===== config.mk =====
export PLATFORM = sky130hd
export DESIGN_NAME = branch_predictor_bht
export DESIGN_NICKNAME = d
export VERILOG_FILES = /design/src/rtl/branch_predictor_bht.sv
export SDC_FILE = /design/constraint.sdc
export NUM_CORES = 1
export LEC_CHECK = 0
export BUFFER_PORTS_ARGS = -buffer_cell sky130_fd_sc_hd__clkbuf_2
export CAP_MARGIN = 10
export CORE_ASPECT_RATIO = 0.8
export CORE_MARGIN = 4
export CORE_UTILIZATION = 45
export DETAILED_ROUTE_END_ITERATION = 16
export PLACE_DENSITY_LB_ADDON = 0.1
export SLEW_MARGIN = 20
export SYNTH_ARGS = -nofsm -noshare
export SYNTH_HDL_FRONTEND = slang
export SYNTH_SLANG_ARGS = --single-unit

===== constraint.sdc =====
create_clock -name clk -period 12.9 [get_ports clk]
set_input_delay 1.29 -clock clk [delete_from_list [all_inputs] [get_ports clk]]
set_output_delay 1.29 -clock clk [all_outputs]
set_load 0.02 [all_outputs]

===== src/rtl/branch_predictor_bht.sv =====
// rtl/branch_predictor_bht.sv - bimodal branch history table with ID-stage mispredict resolve
// Ports:
//   clk, rst                 clock, async active-high reset
//   if_pc, if_ir             fetch-stage PC and instruction
//   pred_taken, pred_target  fetch-stage prediction and branch target
//   id_valid, id_pc, id_ir   ID-stage instruction
//   id_pred_taken            prediction carried down with the ID instruction
//   branch_yes, stall        comparator outcome, ID stall
//   flush, redirect_pc       mispredict squash and corrected next PC
//   branch_count             resolved branches
//   mispredict_count         resolved mispredicts
module branch_predictor_bht #(
    parameter int         INDEX_BITS  = 6,
    parameter logic [1:0] RESET_STATE = 2'b01
) (
    input  logic        clk,
    input  logic        rst,
    input  logic [31:0] if_pc,
    input  logic [31:0] if_ir,
    output logic        pred_taken,
    output logic [31:0] pred_target,
    input  logic        id_valid,
    input  logic [31:0] id_pc,
    input  logic [31:0] id_ir,
    input  logic        id_pred_taken,
    input  logic        branch_yes,
    input  logic        stall,
    output logic        flush,
    output logic [31:0] redirect_pc,
    output logic [31:0] branch_count,
    output logic [31:0] mispredict_count
);

    localparam int ENTRIES = 1 << INDEX_BITS;

    // 2-bit saturating counters; bit 1 is the taken prediction
    logic [1:0] bht [ENTRIES];

    function automatic logic is_br(input logic [5:0] op);
        return (op >= 6'h08) && (op <= 6'h0D);
    endfunction

    logic [INDEX_BITS-1:0] if_idx;
    logic [INDEX_BITS-1:0] id_idx;
    logic [31:0]           if_off;
    logic [31:0]           id_off;
    logic                  res;
    logic                  mis;
    logic                  unused_ir_bits;

    assign unused_ir_bits = ^{if_ir[25:16], id_ir[25:16]};

    assign if_idx = if_pc[INDEX_BITS+1:2];
    assign id_idx = id_pc[INDEX_BITS+1:2];

    // word offset, sign-extended and scaled by 4
    assign if_off = {{14{if_ir[15]}}, if_ir[15:0], 2'b00};
    assign id_off = {{14{id_ir[15]}}, id_ir[15:0], 2'b00};

    assign pred_target = if_pc + 32'd4 + if_off;

    // IF reads the table before any same-cycle training lands (no bypass)
    assign pred_taken = !rst && is_br(if_ir[31:26]) && bht[if_idx][1];

    // gating with rst keeps a resolve at reset release from acting early
    assign res   = !rst && id_valid && is_br(id_ir[31:26]) && !stall;
    assign mis   = res && (branch_yes != id_pred_taken);
    assign flush = mis;

    always_comb begin
        redirect_pc = 32'd0;
        if (mis) begin
            redirect_pc = branch_yes ? (id_pc + 32'd4 + id_off) : (id_pc + 32'd4);
        end
    end

    always_ff @(posedge clk or posedge rst) begin
        if (rst) begin
            for (int i = 0; i < ENTRIES; i++) begin
                bht[i] <= RESET_STATE;
            end
            branch_count     <= 32'd0;
            mispredict_count <= 32'd0;
        end else if (res) begin
            branch_count <= branch_count + 32'd1;
            if (mis) begin
                mispredict_count <= mispredict_count + 32'd1;
            end
            if (branch_yes) begin
                if (bht[id_idx] != 2'b11) begin
                    bht[id_idx] <= bht[id_idx] + 2'b01;
                end
            end else begin
                if (bht[id_idx] != 2'b00) begin
                    bht[id_idx] <= bht[id_idx] - 2'b01;
                end
            end
        end
    end

endmodule


==> results of run 1 <==
synthesized netlist by cell type, drive strengths merged, types with 7 or more instances:
master,n,area (µm²)
a211oi,26,195
a21o,34,255
a21oi,90,450
a221oi,15,131
and2,12,75.1
and3,19,119
and4,9,78.8
buf,27,166
clkbuf,40,151
dfrtp,128,3200
dfstp,64,1680
ha,96,1200
inv,39,146
mux2,34,383
mux2i,15,150
mux4,31,698
nand2,209,785
nand2b,16,108
nand3,40,200
nand4,30,194
nor2,154,581
nor3,15,85.1
o21a,8,60.1
o21ai,120,601
o21bai,10,75.1
o22ai,14,87.6
o31ai,8,60.1
or3,7,43.8
xnor2,103,902
xor2,39,349
placed cells by master, fill, tap and decap left out, types with 10 or more instances in the layout:
master and instances:
clkbuf_16 17, xnor2_1 103, o22ai_1 14, mux2i_1 15, mux4_2 31, nand2_1 209, a21o_1 34, and3_1 18
nand2b_1 15, ha_1 96, a21oi_1 90, nor3_1 13, and2_1 10, o21bai_1 10, dfrtp_1 128, inv_1 37
dfstp_2 64, mux2_2 34, a211oi_1 26, nand4_1 29, clkbuf_2 237, xor2_1 37, o21ai_0 120, nand3_1 40
a221oi_1 15, nor2_1 153
worst max-delay path, delay by kind of cell:
family	cells	cell delay, ns
AOI/OAI and AO/OA	2	0.85
xor gates and xnor gates	1	0.39
adders and majority gates	1	0.24
and+or+nand+nor	9	2.13
buffers and inverters	3	0.79
final timing paths:
path	start	to	slack [ns]
setup / recovery	id_pc[3]	redirect_pc[29]	5.88
hold / removal	branch_count[31]	branch_count[31]	0.47
setup reg to reg	flop	bht[97]	8.74
hold reg to reg	branch_count[31]	branch_count[31]	0.47
max in group asynchronous	rst	branch_count[24]	10.40
min in group asynchronous	rst	bht[103]	1.12
final cells by class:
| cell class | instances | area share |
|---|---|---|
| multi-input combinational | 1239 | 0.538 |
| timing repair buffer | 246 | 0.0783 |
| inverter | 40 | 0.00984 |
| sequential | 192 | 0.305 |
| clock buffer | 23 | 0.0286 |
| tap | 413 | 0.0323 |
| clock inverter | 9 | 0.00836 |
layer usage:
layer,track usage,vias up,part of all wire
li1,-,5930,-
met1,0.367,5952,0.48
met2,0.363,428,0.43
met3,0.0480,54,0.076
met4,0.0560,8,0.015
met5,0,-,0.0013
power groups by stage:
stage / Sequential [mW] / Combinational, mW / Clock, mW
2_1_floorplan: 0.630 / 0.281 / 0
3_3_place_gp: 0.628 / 0.409 / 0
3_5_place_dp: 0.628 / 0.411 / 0
4_1_cts: 0.618 / 0.413 / 0.555
5_1_grt: 0.618 / 0.456 / 0.578
6_report: 0.618 / 0.415 / 0.542
kinds of logic (layout without fill, tap and decap cells):
family / after synthesis / in the layout / share of synthesized area
simple gates: 539 / 539 / 0.177
compound gates: 380 / 380 / 0.172
flops: 192 / 192 / 0.350
xor+xnor: 142 / 142 / 0.0898
buf+inv: 107 / 318 / 0.0336
fa+ha+maj: 98 / 98 / 0.0891
mux: 80 / 80 / 0.0883
through the flow:
stage	hold slack [ns]	total power, mW
floorplan	0.456	0.911
global placement	0.455	1.04
detailed placement	0.459	1.04
CTS	0.473	1.59
global route	0.485	1.65
finish	0.467	1.57
==> results.yml, run 1 <==
outcome:
  outcome: "finished, final reports clean"
die:
  fp.dieArea_um2: 33900
  placement_rows: 57
  core_area_um2: 30500
  starting_density_of_the_core: 0.458
  floorplan.die.height_um: 165
  io_pins: 264
  chipWidth_um: 205
logic_synthesis:
  postSynthRegisterBits: 192
  synth.cell_area_um2: 13900
  synth_cell_type_count: 74
  synth_cells: 1538
  synth_edf_count: 0
  syn_nets: 1770
  yosys_warnings: 0
  syn_avg_cell_area_um2: 9.06
  ys_dominant_reg_cell: "dfrtp_1"
  synthArstFlopShare: 1.00
  synth-seq-area-share: 0.350
global_routing:
  globalRoute.totalOverflow: 0
  grt_first_pass_wirelength_mm: 65.7
  grt_start_max_net_pins: 129
  grtUsageTotal: 0.244
  antenna_violations_before_repair: 4
  grt_pass1_vias: 11700
critical_path:
  critPathLaunchType: "primary input"
  crit_slowest_cell: "and2_0"
  crit_type: "primary input to primary output"
  slowest_delay_ns: 0.56
  crit_path_max_fanout: 45
  critPathArrivalTime_ns: 5.73
  cp_cell_sequence: "clkbuf_2, buf_4, and2_0, nand2_1, nor2_1, nand4_1, xnor2_1, ha_1, and4_1, nand2_1, o31ai_1, nor3b_1, nand2_1, a211o_1, nand3_1, clkbuf_2"
  r2r_cells: 14
  crit_path_end_kind: "primary output"
  timing.critical_path.required_ns: 11.61
  critical_path.most_common_cell: "nand2_1"
detailed_routing:
  drt_wl_total_mm: 42.0
  detail_route.drc_violations: 0
  drt_pass1_iterations: 5
  viasPerCell: 5.72
  drtAntennaViolNets: 0
  detailroute.via_count: 12400
  drt_iter0_drc: 1052
  post_drt_wl_per_cell_um: 19.4
cts:
  cts.reportedPaths.clkPinSlew_ns: 0.07
  ctsLongestPathBuffers: 2
  worst_skew_pair.late_latency_ns: 0.43
  cts_tree: "done"
  htreeDepth: 4
  post_cts_resize_count: 0
  cts_made_buffers: 17
  clock_root_buffer: "clkbuf_16"
  cts-hold-fix-buffers: 0
  tritoncts_num_sinks: 192
  post-cts-setup-buffers: 0
hold_path:
  hold_depth: 1
  holdCritPathClass: "flop to flop"
layout:
  post_layout_nonfiller_instances: 2162
  final_layout_size_suffix_gt1_frac: 0.241
  nets_finish: 1968
  flow.area_growth_from_synthesis_pct: 15.0
  register_area_um2: 4880
  multi_input_area_um2: 8620
  final_core_area_utilization: 0.526
  finalInstanceArea_um2: 16000
  n_antenna_cell: 0
  nFillCells: 2877
power:
  p_sw_frac: 0.322
  power_density_nw_per_um2: 98.3
  switching_power_mw: 0.506
  cellLeakagePower_nw: 7.25
  share_seq_of_total_power: 0.392
  internal_power_mw: 1.07
  clock_power_share: 0.344
  share_comb_of_total_power: 0.263
  vdd.ir_drop.worst_mv: 0.0783
placed_design:
  dp.cells: 2130
  placed_area_um2: 15400
  hpwl_dp_mm: 31.8
  worst_case_setup_slack_after_placement_ns: 5.94
  gp_routability_congestion: 0.902
  count_of_input_and_output_buffers: 237
sta:
  setup_ws_ns: 5.88
  setup-tns-final_ns: 0
  max_freq_mhz: 142
  max_transition_margin: 0.290
  grt_setup_unrepaired: "no"
  fin_crit_sh: 0.544
  finalWorstPathRequiredPeriod_ns: 7.02
  timing.final.hold_violations: 0
  worst_slew_pin_slew_ns: 1.06
  slew_viol_final: 0
  final_setup_skew_ns: 0.00957
  setup_violations: 0
run:
  timing.max_cap.violations: 0
Note: power is estimated with default switching activity, not from simulation.
==> run 2, diff against run 1 <==
Clock period 12.9 ns to 6.6 ns, I/O delays scaled along.
==> results.yml, run 2 (synthesized netlist as in run 1, its figures left out) <==
detailed_routing:
  drt_wl_total_mm: 42.4
  detail_route.drc_violations: 0
  drt_pass1_iterations: 5
  post_drt_wl_per_cell_um: 19.5
  detailroute.via_count: 12400
  drt_iter0_drc: 881
  viasPerCell: 5.69
  drtAntennaViolNets: 0
hold_path:
  holdCritPathClass: "primary input to async pin"
outcome:
  outcome: "finished, final reports clean"
critical_path:
  critPathArrivalTime_ns: 4.86
  crit_path_max_fanout: 42
  critPathLaunchType: "primary input"
  timing.critical_path.to: "redirect_pc[29]"
  worst-r2r-setup-slack_ns: 2.28
  r2r_cells: 15
  crit_path_start: "id_pc[3]"
  timing.critical_path.required_ns: 5.94
  crit_path_end_kind: "primary output"
  crit_type: "primary input to primary output"
  rr_endpoint: "bht[93]"
run:
  timing.max_cap.violations: 0
sta:
  max_freq_mhz: 181
  final_setup_skew_ns: 0.0116
  finalWorstPathRequiredPeriod_ns: 5.52
  worst_slew_pin_slew_ns: 1.01
  timing.final.hold_violations: 0
  fin_crit_sh: 0.837
  grt_setup_unrepaired: "no"
  setup_violations: 0
  slew_viol_final: 0
  max_transition_margin: 0.324
  setup-tns-final_ns: 0
global_routing:
  grt_use_met3: 0.0471
  grt_start_max_net_pins: 129
  antenna_violations_before_repair: 6
  globalRoute.totalOverflow: 0
  grt_util_met2: 0.363
  grt_most_used_layer: "met1"
  grt_first_pass_wirelength_mm: 66.3
  grt_pass1_vias: 11800
  gr-usage-met1: 0.368
  grtUsageTotal: 0.245
cts:
  clock_root_buffer: "clkbuf_16"
  cts.reportedPaths.clkPinSlew_ns: 0.07
  worst_skew_pair.late_latency_ns: 0.44
  post_cts_resize_count: 0
  htreeDepth: 4
  tritoncts_num_sinks: 192
  ctsLongestPathBuffers: 2
  cts-hold-fix-buffers: 0
  cts_tree: "done"
  cts_made_buffers: 17
  post-cts-setup-buffers: 0
power:
  cellLeakagePower_nw: 7.27
  power_density_nw_per_um2: 192
  fin_total_pwr_mw: 3.08
  vdd.ir_drop.worst_mv: 0.141
layout:
  nFillCells: 2899
  flow.area_growth_from_synthesis_pct: 15.3
  layout.cells.most_common: "clkbuf_2"
  final_layout_size_suffix_gt1_frac: 0.246
  layout_common_cells: "237 x clkbuf_2, 209 x nand2_1, 153 x nor2_1"
  nets_finish: 1973
die:
  io_pins: 264
  chipWidth_um: 205
  fp.dieArea_um2: 33900
  floorplan.die.height_um: 165
  core_area_um2: 30500
  placement_rows: 57
  starting_density_of_the_core: 0.458
placed_design:
  gp_routability_congestion: 0.936
  count_of_input_and_output_buffers: 237
  hpwl_dp_mm: 32.3
[run 2: cell count changes in the layout (fill, tap and decap cells not counted)]
cell	previous run	this run
clkinv_2	2	1
diode_2	0	4
bufinv_16	3	2
inv_8	1	2
clkinvlp_4	1	3
buf_4	9	14
inv_6	1	4
clkbuf_1	5	1
[run 2: area by class of cell]
type,count,area (µm²),area share
tap,413,517,0.0322
timing repair buffer,251,1290,0.0803
inverter,40,158,0.00981
antenna,4,10.0,0.000623
multi-input combinational,1239,8620,0.536
clock buffer,19,443,0.0276
sequential,192,4880,0.304
clock inverter,13,151,0.00942
[run 2: through the flow]
| step | utilization | hold WS, ns | area [µm²] | instances | worst slack, ns |
|---|---|---|---|---|---|
| after floorplan | - | 0.456 | 13900 | 1538 | 0.819 |
| after CTS | 0.527 | 0.478 | 16100 | 2167 | 1.20 |
| final | 0.528 | 0.436 | 16100 | 2171 | 1.08 |
| after global routing | 0.528 | 0.483 | 16100 | 2169 | 0.837 |
| after detailed placement | 0.508 | 0.464 | 15500 | 2135 | 1.15 |
| after global placement | 0.508 | 0.456 | 15500 | 2135 | 1.23 |
[run 2: worst min path at each step]
stage                startpoint          endpoint  cells after the start
3_3_place_gp   branch_count[31]  branch_count[31]                      1
6_report                    rst          bht[111]                      2
2_1_floorplan              flop              flop                      2
3_5_place_dp   branch_count[31]  branch_count[31]                      1
5_1_grt        branch_count[31]  branch_count[31]                      1
4_1_cts        branch_count[31]  branch_count[31]                      1
[run 2: layer usage]
layer / wire (µm) / vias to the layer above
met3: 3060 / 60
met2: 17800 / 419
met4: 936 / 4
met5: 25 / -
met1: 20600 / 5934
li1: - / 5946
[run 2: where the power goes]
part / switching [mW] / leakage [nW] / internal (mW) / total [mW]
logic: 0.526 / 4.57 / 0.290 / 0.816
clock network: 0.479 / 0.283 / 0.577 / 1.06
registers: 0.0147 / 2.42 / 1.19 / 1.21
total: 1.02 / 7.27 / 2.06 / 3.08
[run 2: critical path, stage by stage]
cell and delay (ns):
clkbuf_2 0.19, buf_4 0.54, and3_1 0.45, xor2_1 0.16, ha_1 0.35, o21ai_0 0.13
o21ai_0 0.38, a41oi_1 0.32, o31ai_1 0.57, nor3b_1 0.33, nand2_1 0.12, a211o_1 0.31
nand3_1 0.13, clkbuf_2 0.20
==> run 3, diff against run 2 <==
Clock period 6.6 ns to 5.4 ns, I/O delays scaled along.
==> results.yml, run 3 (synthesized netlist as in run 1, its figures left out) <==
die:
  placement_rows: 57
  starting_density_of_the_core: 0.458
  chipWidth_um: 205
  floorplan.die.height_um: 165
  fp.dieArea_um2: 33900
  io_pins: 264
  core_area_um2: 30500
placed_design:
  placed_area_um2: 15600
  hpwl_dp_mm: 32.2
  count_of_input_and_output_buffers: 237
  gp_routability_congestion: 0.946
detailed_routing:
  viasPerCell: 5.67
  drt_iter0_drc: 859
  post_drt_wl_per_cell_um: 19.2
  drtAntennaViolNets: 0
  drt_pass1_iterations: 5
  detail_route.drc_violations: 0
  drt_wl_total_mm: 41.8
  detailroute.via_count: 12400
cts:
  cts_made_buffers: 17
  cts.reportedPaths.clkPinSlew_ns: 0.07
  clock_root_buffer: "clkbuf_16"
  cts_tree: "done"
  post_cts_resize_count: 0
  htreeDepth: 4
  tritoncts_num_sinks: 192
  cts-hold-fix-buffers: 0
  worst_skew_pair.late_latency_ns: 0.44
  post-cts-setup-buffers: 0
  ctsLongestPathBuffers: 2
layout:
  n_antenna_cell: 0
  finalInstanceArea_um2: 16200
  final_layout_size_suffix_gt1_frac: 0.252
  layout_common_cells: "237 x clkbuf_2, 209 x nand2_1, 153 x nor2_1"
  layout.cells.most_common: "clkbuf_2"
  nFillCells: 2870
  flow.area_growth_from_synthesis_pct: 15.9
  nets_finish: 1988
critical_path:
  crit_path_end_kind: "primary output"
  critical_path.most_common_cell: "clkbuf_2"
  crit_path_max_fanout: 7
  cp_cell_sequence: "clkbuf_2, nand4_2, or4_4, nor4_1, xor2_1, ha_1, nand3_1, or4_1, o311ai_1, xnor2_1, a211oi_1, clkbuf_2"
  crit_type: "primary input to primary output"
  critPathArrivalTime_ns: 4.43
  critPathLaunchType: "primary input"
  timing.critical_path.required_ns: 4.86
  slowest_delay_ns: 0.60
  crit_slowest_cell: "or4_4"
global_routing:
  globalRoute.totalOverflow: 0
  grt_start_max_net_pins: 193
  grt_first_pass_wirelength_mm: 65.4
  grtUsageTotal: 0.242
  grt_pass1_vias: 11700
  antenna_violations_before_repair: 2
sta:
  setup-tns-final_ns: 0
  slew_viol_final: 0
  finalWorstPathRequiredPeriod_ns: 4.97
  worst_slew_pin_slew_ns: 0.983
  grt_setup_unrepaired: "no"
  timing.final.hold_violations: 0
  max_freq_mhz: 201
  setup_violations: 0
  final_setup_skew_ns: 0.0106
  fin_crit_sh: 0.921
  max_transition_margin: 0.345
power:
  vdd.ir_drop.worst_mv: 0.182
  cellLeakagePower_nw: 7.35
  power_density_nw_per_um2: 228
run:
  timing.max_cap.violations: 0
hold_path:
  holdCritPathClass: "primary input to async pin"
outcome:
  outcome: "finished, final reports clean"
run 3: cell types whose count changed in the layout (fill, tap and decap cells not counted), sizes merged:
cell | before | now
buf | 14 | 29
bufinv | 2 | 0
clkbuf | 256 | 259
clkinv | 4 | 7
clkinvlp | 3 | 1
diode | 4 | 0
inv | 44 | 42
run 3: per-layer routing:
layer,up-vias,routed length (µm),part of all wire,GRT usage
li1,5988,-,-,-
met1,5892,20200,0.48,0.365
met2,437,17600,0.42,0.358
met3,55,3270,0.078,0.0465
met4,4,739,0.018,0.0624
met5,-,25,0.00060,0
run 3: final timing paths:
path                       slack [ns]  cells past startpoint          endpoint             start
max in group asynchronous        4.20                      4           bht[65]               rst
setup / recovery                 0.43                     12   redirect_pc[26]          id_pc[8]
hold / removal                   0.27                      3          bht[113]               rst
hold reg to reg                  0.47                      1  branch_count[31]  branch_count[31]
min in group clk                 0.47                      1  branch_count[31]  branch_count[31]
setup reg to reg                 1.44                     16           bht[29]              flop
run 3: critical path: cells and delay by family:
kind                     cells  cell delay [ns]
AO/OA/AOI/OAI                2             0.96
XOR/XNOR                     2             0.26
adder cells (fa/ha/maj)      1             0.43
buffers and inverters        2             0.41
AND/OR/NAND/NOR              5             1.83
run 3: final cells by class:
cell class / instances / area, µm² / area share
clock buffers: 22 / 485 / 0.0300
clock inverters: 10 / 72.6 / 0.00449
inverters: 40 / 154 / 0.00953
multi-input cells: 1239 / 8610 / 0.533
flip-flops and latches: 192 / 4880 / 0.302
well taps: 413 / 517 / 0.0320
repair buffers: 266 / 1440 / 0.0889
run 3: where the power goes:
group	total [mW]	internal (mW)	leakage [nW]	switching, mW
logic	1.01	0.364	4.65	0.641
registers	1.47	1.46	2.42	0.0171
clock network	1.21	0.646	0.281	0.566
run 3: stage by stage:
stage | power [mW] | hold slack, ns | setup slack, ns | instances | utilization
after floorplan | 2.18 | 0.456 | 0.991 | 1538 | -
after global placement | 2.49 | 0.458 | 0.504 | 2149 | 0.511
after detailed placement | 2.49 | 0.458 | 0.535 | 2149 | 0.511
after CTS | 3.71 | 0.470 | 0.500 | 2181 | 0.530
after global routing | 3.88 | 0.308 | 0.233 | 2182 | 0.531
final | 3.69 | 0.274 | 0.426 | 2182 | 0.531
